**src/rtl/encoder_mux.sv**
```systemverilog
// encoder_mux: registered 7-to-3 priority encoder alongside a registered
// 3-input bit multiplexer. The two paths share only clk, rst_n and en.
module encoder_mux (
  input  logic       clk,
  input  logic       rst_n,
  input  logic       en,
  input  logic [6:0] x,
  output logic [2:0] y,
  input  logic [2:0] ym,
  input  logic [1:0] sm,
  output logic       zm
);

  localparam int unsigned XW = 7;
  localparam int unsigned YW = 3;

  logic [YW-1:0] y_next;
  logic          zm_next;

  // Priority encoder: one-based index of the highest set bit, 0 when x is empty
  always_comb begin
    y_next = '0;
    for (int unsigned i = 0; i < XW; i++) begin
      if (x[i]) begin
        y_next = YW'(i + 1);
      end
    end
  end

  // Bit mux: select 3 is a defined constant 0 so zm never goes unknown
  always_comb begin
    zm_next = 1'b0;
    case (sm)
      2'd0:    zm_next = ym[0];
      2'd1:    zm_next = ym[1];
      2'd2:    zm_next = ym[2];
      default: zm_next = 1'b0;
    endcase
  end

  // Output registers: clear asynchronously, capture only when enabled
  always_ff @(posedge clk or negedge rst_n) begin
    if (!rst_n) begin
      y  <= '0;
      zm <= 1'b0;
    end else if (en) begin
      y  <= y_next;
      zm <= zm_next;
    end
  end

endmodule

```
**config.mk**
```make
export PLATFORM = sky130hd
export DESIGN_NAME = encoder_mux
export DESIGN_NICKNAME = d
export VERILOG_FILES = /design/src/rtl/encoder_mux.sv
export SDC_FILE = /design/constraint.sdc
export NUM_CORES = 1
export LEC_CHECK = 0
export ABC_AREA = 1
export BUFFER_PORTS_ARGS = -buffer_cell sky130_fd_sc_hd__clkbuf_2
export CORE_AREA = 2 2 39 41
export DETAILED_ROUTE_END_ITERATION = 16
export DIE_AREA = 0 0 41 43
export SYNTH_ARGS = -nofsm -noshare
export SYNTH_HDL_FRONTEND = slang
export SYNTH_SLANG_ARGS = --single-unit
```
**constraint.sdc**
```tcl
create_clock -name clk -period 1 [get_ports clk]
set_input_delay 0 -clock clk [delete_from_list [all_inputs] [get_ports clk]]
set_output_delay 0 -clock clk [all_outputs]
set_load 0.01 [all_outputs]
```
==> results.sh, run 1 <==
export IMPL_grt_antenna_before_repair=0
export IMPL_crit_arrival_ps=730
export IMPL_vias_per_cell=3.76
export IMPL_wl_per_cell_um=7.57
export IMPL_power_density_nw_per_um2=1310
export IMPL_htree_levels=1
export IMPL_globalplace_congestion=0.598
export IMPL_grt_max_degree=7
export IMPL_area_delta_synth_final_pct=64.8
export IMPL_synth_most_common_cell="inv_1"
export IMPL_maxCapViolations=0
export IMPL_finalHoldViolations=0
export IMPL_power_leakage_nw=0.206
export IMPL_overflow=0
export IMPL_synthFlopType="dfrtp_1"
export IMPL_die_x_um=41
export IMPL_crit_start="y[0]$_DFFE_PN0P_"
export IMPL_pre_cts_ws_ps=333
export IMPL_vias=263
export IMPL_diodes=0
export IMPL_min_path_type="input port to flip-flop"
export IMPL_rsz0062_at_grt="false"
export IMPL_synth_area_leaders="dfrtp_1 (45%), inv_1 (14%), nor2_1 (10%)"
export IMPL_cts_buffers=3
export IMPL_r2r_cells=2
export IMPL_clock_sinks=4
export IMPL_drc_errors=0
export IMPL_min_to="zm$_DFFE_PN0P_"
export IMPL_dr_pass1_iters=1
export IMPL_worst_pin_slew_ps=166
export IMPL_crit_fanout=2
export IMPL_clock_latency_ps=240
export IMPL_combPwrFrac=0.189
export IMPL_slowest_stage="dfrtp_1"
export IMPL_synthesis_nets=47
export IMPL_finalHoldWorstSlack_ps=26.7
export IMPL_fin_cells=70
export IMPL_placed_area_sq_um=330
export IMPL_synth_seq_cells=4
export IMPL_path_class="flip-flop to output pin"
export IMPL_syn_inst=32
export IMPL_clock_skew_ps=0
export IMPL_syn_area_per_cell_sq_um=6.88
export IMPL_required_ps=1000
export IMPL_pwr_share_clk=0.427
export IMPL_synth_distinct_cells=9
export IMPL_p_int_mw=0.355
export IMPL_holdPathStages=3
export IMPL_cp_num_buf_inv=1
export IMPL_ys_warn_count=0
export IMPL_synth_top_area_frac=0.455
export IMPL_seq_area_sq_um=100
export IMPL_dp_cells=66
export IMPL_min_from="ym[1]"
export IMPL_drive_gt1_frac=0.407
export IMPL_grt_pass1_vias=245
export IMPL_ir_worst_vdd_mv=0.403
export IMPL_slew_viol_final=0
export IMPL_dp_hpwl_um=456
export IMPL_finalNetCount=71
export IMPL_synth_area_sq_um=220
export IMPL_rows=14
export IMPL_start_util=0.159
export IMPL_track_usage=0.0874
export IMPL_final_area_sq_um=363
export IMPL_design_die_area_sq_um=1760
export IMPL_fillers=162
export IMPL_synth_edff_count=0
export IMPL_root_buffer="clkbuf_4"
export IMPL_seqPwrFrac=0.384
export IMPL_grt_pass1_wl_um=986
export IMPL_status="finished, final reports clean"
export IMPL_r2r_setup_slack_ps=330
export IMPL_ioPinCount=19
export IMPL_post_route_min_period_ps=730
export IMPL_fmax_mhz=1370
export IMPL_maxSlewHeadroom=0.888
export IMPL_netSwitchingPower_mw=0.119
export IMPL_synth_sequential_area_ratio=0.455
export IMPL_multi_input_area_sq_um=90.1
export IMPL_setup_ws_ps=270
export IMPL_cpPeakStageDelay_ps=370
export IMPL_synth_common_cells="inv_1 (8), nor2_1 (6), nand2_1 (5)"
export IMPL_r2r_start="y[2]$_DFFE_PN0P_"
export IMPL_core_sq_um=1380
export IMPL_antenna_left=0
export IMPL_clkSlewWorstSetupHoldPaths_ps=40
export IMPL_synth_top_cell_by_area="dfrtp_1"
export IMPL_cp_start_kind="flip-flop"
export IMPL_cts_setup_buffers=0
export IMPL_r2r_end="y[2]$_DFFE_PN0P_"
export IMPL_fin_setup_tns_ps=0
export IMPL_crit_chain="clkbuf_2"
export IMPL_tritoncts="done"
export IMPL_finalSetupViolations=0
export IMPL_cts_buffer_depth=2
export IMPL_total_power_mw=0.474
export IMPL_swShare=0.251
export IMPL_async_reset_ff_frac=1.00
export IMPL_cts_resized_gates=0
export IMPL_utilization=0.262
export IMPL_drt_total_wl_um=530
export IMPL_drt_iter0_drc=0
export IMPL_fin_crit_sh=0.730
export IMPL_portBuffers=18
export IMPL_crit_family="flip-flops"
export IMPL_fp_dieH_um=43
export IMPL_cp_end_kind="output pin"
==> state kept, by name, indices dropped and copies added (netlist names) <==
register,flops
zm,1
y,3
==> worst max-delay path by stage <==
stage,depth (start not counted),end,slack [ps]
finish,1,y[0],270
floorplan,2,y[2]$_DFFE_PN0P_,310
detailed placement,2,y[2]$_DFFE_PN0P_,330
global route,1,zm,230
global placement,2,y[2]$_DFFE_PN0P_,340
CTS,1,y[0],250
==> cell type report <==
cell class | count | area share
sequential | 4 | 0.276
timing repair buffer | 19 | 0.276
multi-input combinational | 20 | 0.248
inverter | 8 | 0.0828
clock buffer | 3 | 0.0621
tap | 16 | 0.0552
==> routing by layer <==
metal  global-route usage  wire, um
met3               0.0471        35
met1                0.100       178
met2                0.119       316
met4               0.0600         0
met5                    0         0
==> what timing repair did <==
item / in CTS / in global routing
endpoints found under the setup margin: 0 / 0
endpoints found under the hold margin: 4 / 0
hold buffers: 1 / 0
==> cells in the final DEF (no fill, tap or decap), drive strengths merged <==
cell,netlist,layout
dfrtp,4,4
dlygate4sd3,0,1
nand3,2,2
a31oi,2,2
a21oi,1,1
o21ai,3,3
nand2,5,5
nor2,7,7
inv,8,8
clkbuf,0,21
==> worst min-delay path, cell delays in order <==
cell and delay (ps):
clkbuf_2 80, nand3_1 70, a31oi_1 70
==> cell families (layout without fill, tap and decap cells) <==
kind of cell,count (synthesis),in the layout,synth area share
compound gates,6,6,0.148
flops,4,4,0.455
buf+inv,8,30,0.136
simple gates,14,14,0.261
==> power groups by stage <==
stage          logic (mW)  registers, mW  clock network [mW]
2_1_floorplan      0.0297          0.191                   0
3_3_place_gp       0.0874          0.184                   0
3_5_place_dp       0.0879          0.185                   0
4_1_cts            0.0915          0.183               0.213
5_1_grt             0.105          0.184               0.226
6_report           0.0894          0.182               0.202
Power figures use the tool's default switching activity.
==> inputs of run 2 (changes only) <==
--- a/config.mk
+++ b/config.mk
@@ -5,7 +5,7 @@
 export SDC_FILE = /design/constraint.sdc
 export NUM_CORES = 1
 export LEC_CHECK = 0
-export ABC_AREA = 1
+export ABC_AREA = 0
 export BUFFER_PORTS_ARGS = -buffer_cell sky130_fd_sc_hd__clkbuf_2
 export CORE_AREA = 2 2 39 41
 export DETAILED_ROUTE_END_ITERATION = 16
==> constraint.sdc (replaced) <==
create_clock -name clk -period 0.8 [get_ports clk]
set_input_delay 0 -clock clk [delete_from_list [all_inputs] [get_ports clk]]
set_output_delay 0 -clock clk [all_outputs]
set_load 0.01 [all_outputs]
==> run 2 against run 1 <==
Compared with the run above:
- sequential power increased by 25%
- register-to-register slack lost 170 ps
- first-iteration DRC count stayed put
- die area unchanged
- routed wire length is 3.2% lower
- sequential share of layout area fell by 0.19 points
- area after synthesis down 2.8%
- clock power up 21%
- critical path type is now input port to flip-flop
- largest cell class is now non-clock buffers
- largest power group unchanged
- highest routed layer unchanged
==> results.sh, run 2 <==
export IMPL_ioPinCount=19
export IMPL_portBuffers=18
export IMPL_rows=14
export IMPL_synth_top_family_by_area="compound AO/OA/AOI/OAI gates"
export IMPL_synth_top_cell_by_area="dfrtp_1"
export IMPL_pre_cts_ws_ps=68.2
export IMPL_root_buffer="clkbuf_4"
export IMPL_synth_xor_area_frac=0
export IMPL_required_ps=900
export IMPL_globalplace_congestion=0.589
export IMPL_grt_pass1_wl_um=690
export IMPL_track_usage=0.0686
export IMPL_synthesis_nets=38
export IMPL_synth_most_common_cell="nor2_1"
export IMPL_drt_iter0_drc=0
export IMPL_setup_ws_ps=67.7
export IMPL_cp_end_kind="flip-flop"
export IMPL_utilization=0.264
export IMPL_path_class="input port to flip-flop"
export IMPL_synth_edff_count=0
export IMPL_dr_pass1_iters=1
export IMPL_worst_pin_slew_ps=169
export IMPL_synth_compound_area_share=0.228
export IMPL_syn_area_per_cell_sq_um=9.30
export IMPL_min_path_type="input port to flip-flop"
export IMPL_fillers=152
export IMPL_synth_sequential_area_ratio=0.468
export IMPL_overflow=0
export IMPL_regMostFlops="y"
export IMPL_synth_top_area_frac=0.468
export IMPL_status="finished, final reports clean"
export IMPL_async_reset_ff_frac=1.00
export IMPL_finalSetupViolations=0
export IMPL_cts_buffer_depth=2
export IMPL_finalHoldViolations=0
export IMPL_synthSimpleGateAreaFrac=0.205
export IMPL_total_power_mw=0.592
export IMPL_maxSlewHeadroom=0.886
export IMPL_drc_errors=0
export IMPL_ys_warn_count=0
export IMPL_cp_start_kind="input port"
export IMPL_muxShareOfSynthArea=0.0468
export IMPL_maxCapViolations=0
export IMPL_synth_distinct_cells=12
export IMPL_core_sq_um=1380
export IMPL_vias=237
export IMPL_finalNetCount=62
export IMPL_placed_area_sq_um=320
export IMPL_largest_reg_flops=3
export IMPL_design_die_area_sq_um=1760
export IMPL_fin_crit_sh=0.915
export IMPL_rsz0062_at_grt="false"
export IMPL_post_route_min_period_ps=732
export IMPL_crit_fanout=2
export IMPL_start_util=0.155
export IMPL_synth_seq_cells=4
export IMPL_drive_gt1_frac=0.511
export IMPL_seq_area_sq_um=100
export IMPL_cts_setup_buffers=0
export IMPL_ir_worst_vdd_mv=0.478
export IMPL_syn_inst=23
export IMPL_antenna_left=0
export IMPL_synth_area_leaders="dfrtp_1 (47%), nor2_1 (11%), a31oi_1 (8.8%)"
export IMPL_power_leakage_nw=0.185
export IMPL_synthFlopType="dfrtp_1"
export IMPL_dp_hpwl_um=441
export IMPL_area_delta_synth_final_pct=70.8
export IMPL_tritoncts="done"
export IMPL_synth_common_cells="nor2_1 (6), dfrtp_1 (4), a31oi_1 (3)"
export IMPL_die_x_um=41
export IMPL_htree_levels=1
export IMPL_synth_area_sq_um=214
export IMPL_final_area_sq_um=365
export IMPL_clock_latency_ps=230
export IMPL_biggestRegsByFlops="y x3, zm x1"
export IMPL_fp_dieH_um=43
export IMPL_diodes=0
export IMPL_final_cell_mix="clkbuf_2 (18), nor2_1 (5), dfrtp_1 (4), a31oi_1 (3), clkbuf_4 (3)"
export IMPL_clkSlewWorstSetupHoldPaths_ps=40
export IMPL_grt_pass1_vias=186
export IMPL_wl_per_cell_um=8.41
export IMPL_multi_input_area_sq_um=105
export IMPL_grt_antenna_before_repair=0
export IMPL_fin_setup_tns_ps=0
export IMPL_synth_adder_area_share=0
export IMPL_fmax_mhz=1370
export IMPL_mostFrequentLayoutCell="clkbuf_2"
export IMPL_crit_arrival_ps=840
export IMPL_slew_viol_final=0
export IMPL_vias_per_cell=3.89
export IMPL_drt_total_wl_um=513
export IMPL_power_density_nw_per_um2=1620
export IMPL_clock_skew_ps=0
export IMPL_cts_buffers=3
export IMPL_clock_sinks=4
export IMPL_grt_max_degree=9
run 2: cell type report:
type,instances,area share
multi-input cells,16,0.288
repair buffers,20,0.301
clock buffers,3,0.0616
flip-flops and latches,4,0.274
well taps,16,0.0548
inverters,2,0.0205
run 2: final timing paths:
check	from	endpoint	slack (ps)	cells after the start
max	x[6]	y[1]$_DFFE_PN0P_	70	4
min	en	y[2]$_DFFE_PN0P_	80	2
max reg2reg	y[0]$_DFFE_PN0P_	y[0]$_DFFE_PN0P_	160	2
min reg2reg	zm$_DFFE_PN0P_	zm$_DFFE_PN0P_	470	1
max in group asynchronous	rst_n	y[1]$_DFFE_PN0P_	570	2
min in group asynchronous	rst_n	y[0]$_DFFE_PN0P_	110	2
run 2: logic make-up after synthesis:
family / count (synthesis)
and+or+nand+nor: 8
AOI/OAI and AO/OA: 7
DFF: 4
buffers and inverters: 3
muxes: 1
run 2: metrics by stage:
| stage | hold slack, ps | instances |
|---|---|---|
| 6_report | 76.0 | 61 |
| 5_1_grt | 87.9 | 61 |
| 4_1_cts | 60.7 | 61 |
| 3_5_place_dp | -191 | 56 |
| 3_3_place_gp | -191 | 56 |
| 2_1_floorplan | -296 | 23 |
run 2: metal layers:
| layer | vias up | global-route usage | share of wire |
|---|---|---|---|
| met3 | 0 | 0.0314 | 0.14 |
| met1 | 94 | 0.0784 | 0.44 |
| met2 | 16 | 0.0625 | 0.42 |
| met5 | - | 0 | 0 |
| met4 | 0 | 0.120 | 0 |
| li1 | 127 | - | - |
run 2: report_power, final:
part | total [mW] | internal, mW | switching, mW | leakage [nW]
Combinational | 0.120 | 0.0654 | 0.0541 | 0.129
Clock | 0.245 | 0.167 | 0.0775 | 0.0138
Sequential | 0.227 | 0.220 | 0.00728 | 0.0413
run 2: repair_timing:
| item | 4_1_cts | 5_1_grt |
|---|---|---|
| endpoints found under the setup margin | 0 | 1 |
| endpoints found under the hold margin | 5 | 0 |
| resized for setup | 0 | 1 |
| hold buffers | 2 | 0 |
run 2: worst max-delay path, stage by stage:
cell	delay, ps
dlygate4sd3_1	530
clkbuf_2	120
nor2_2	100
a31oi_1	90
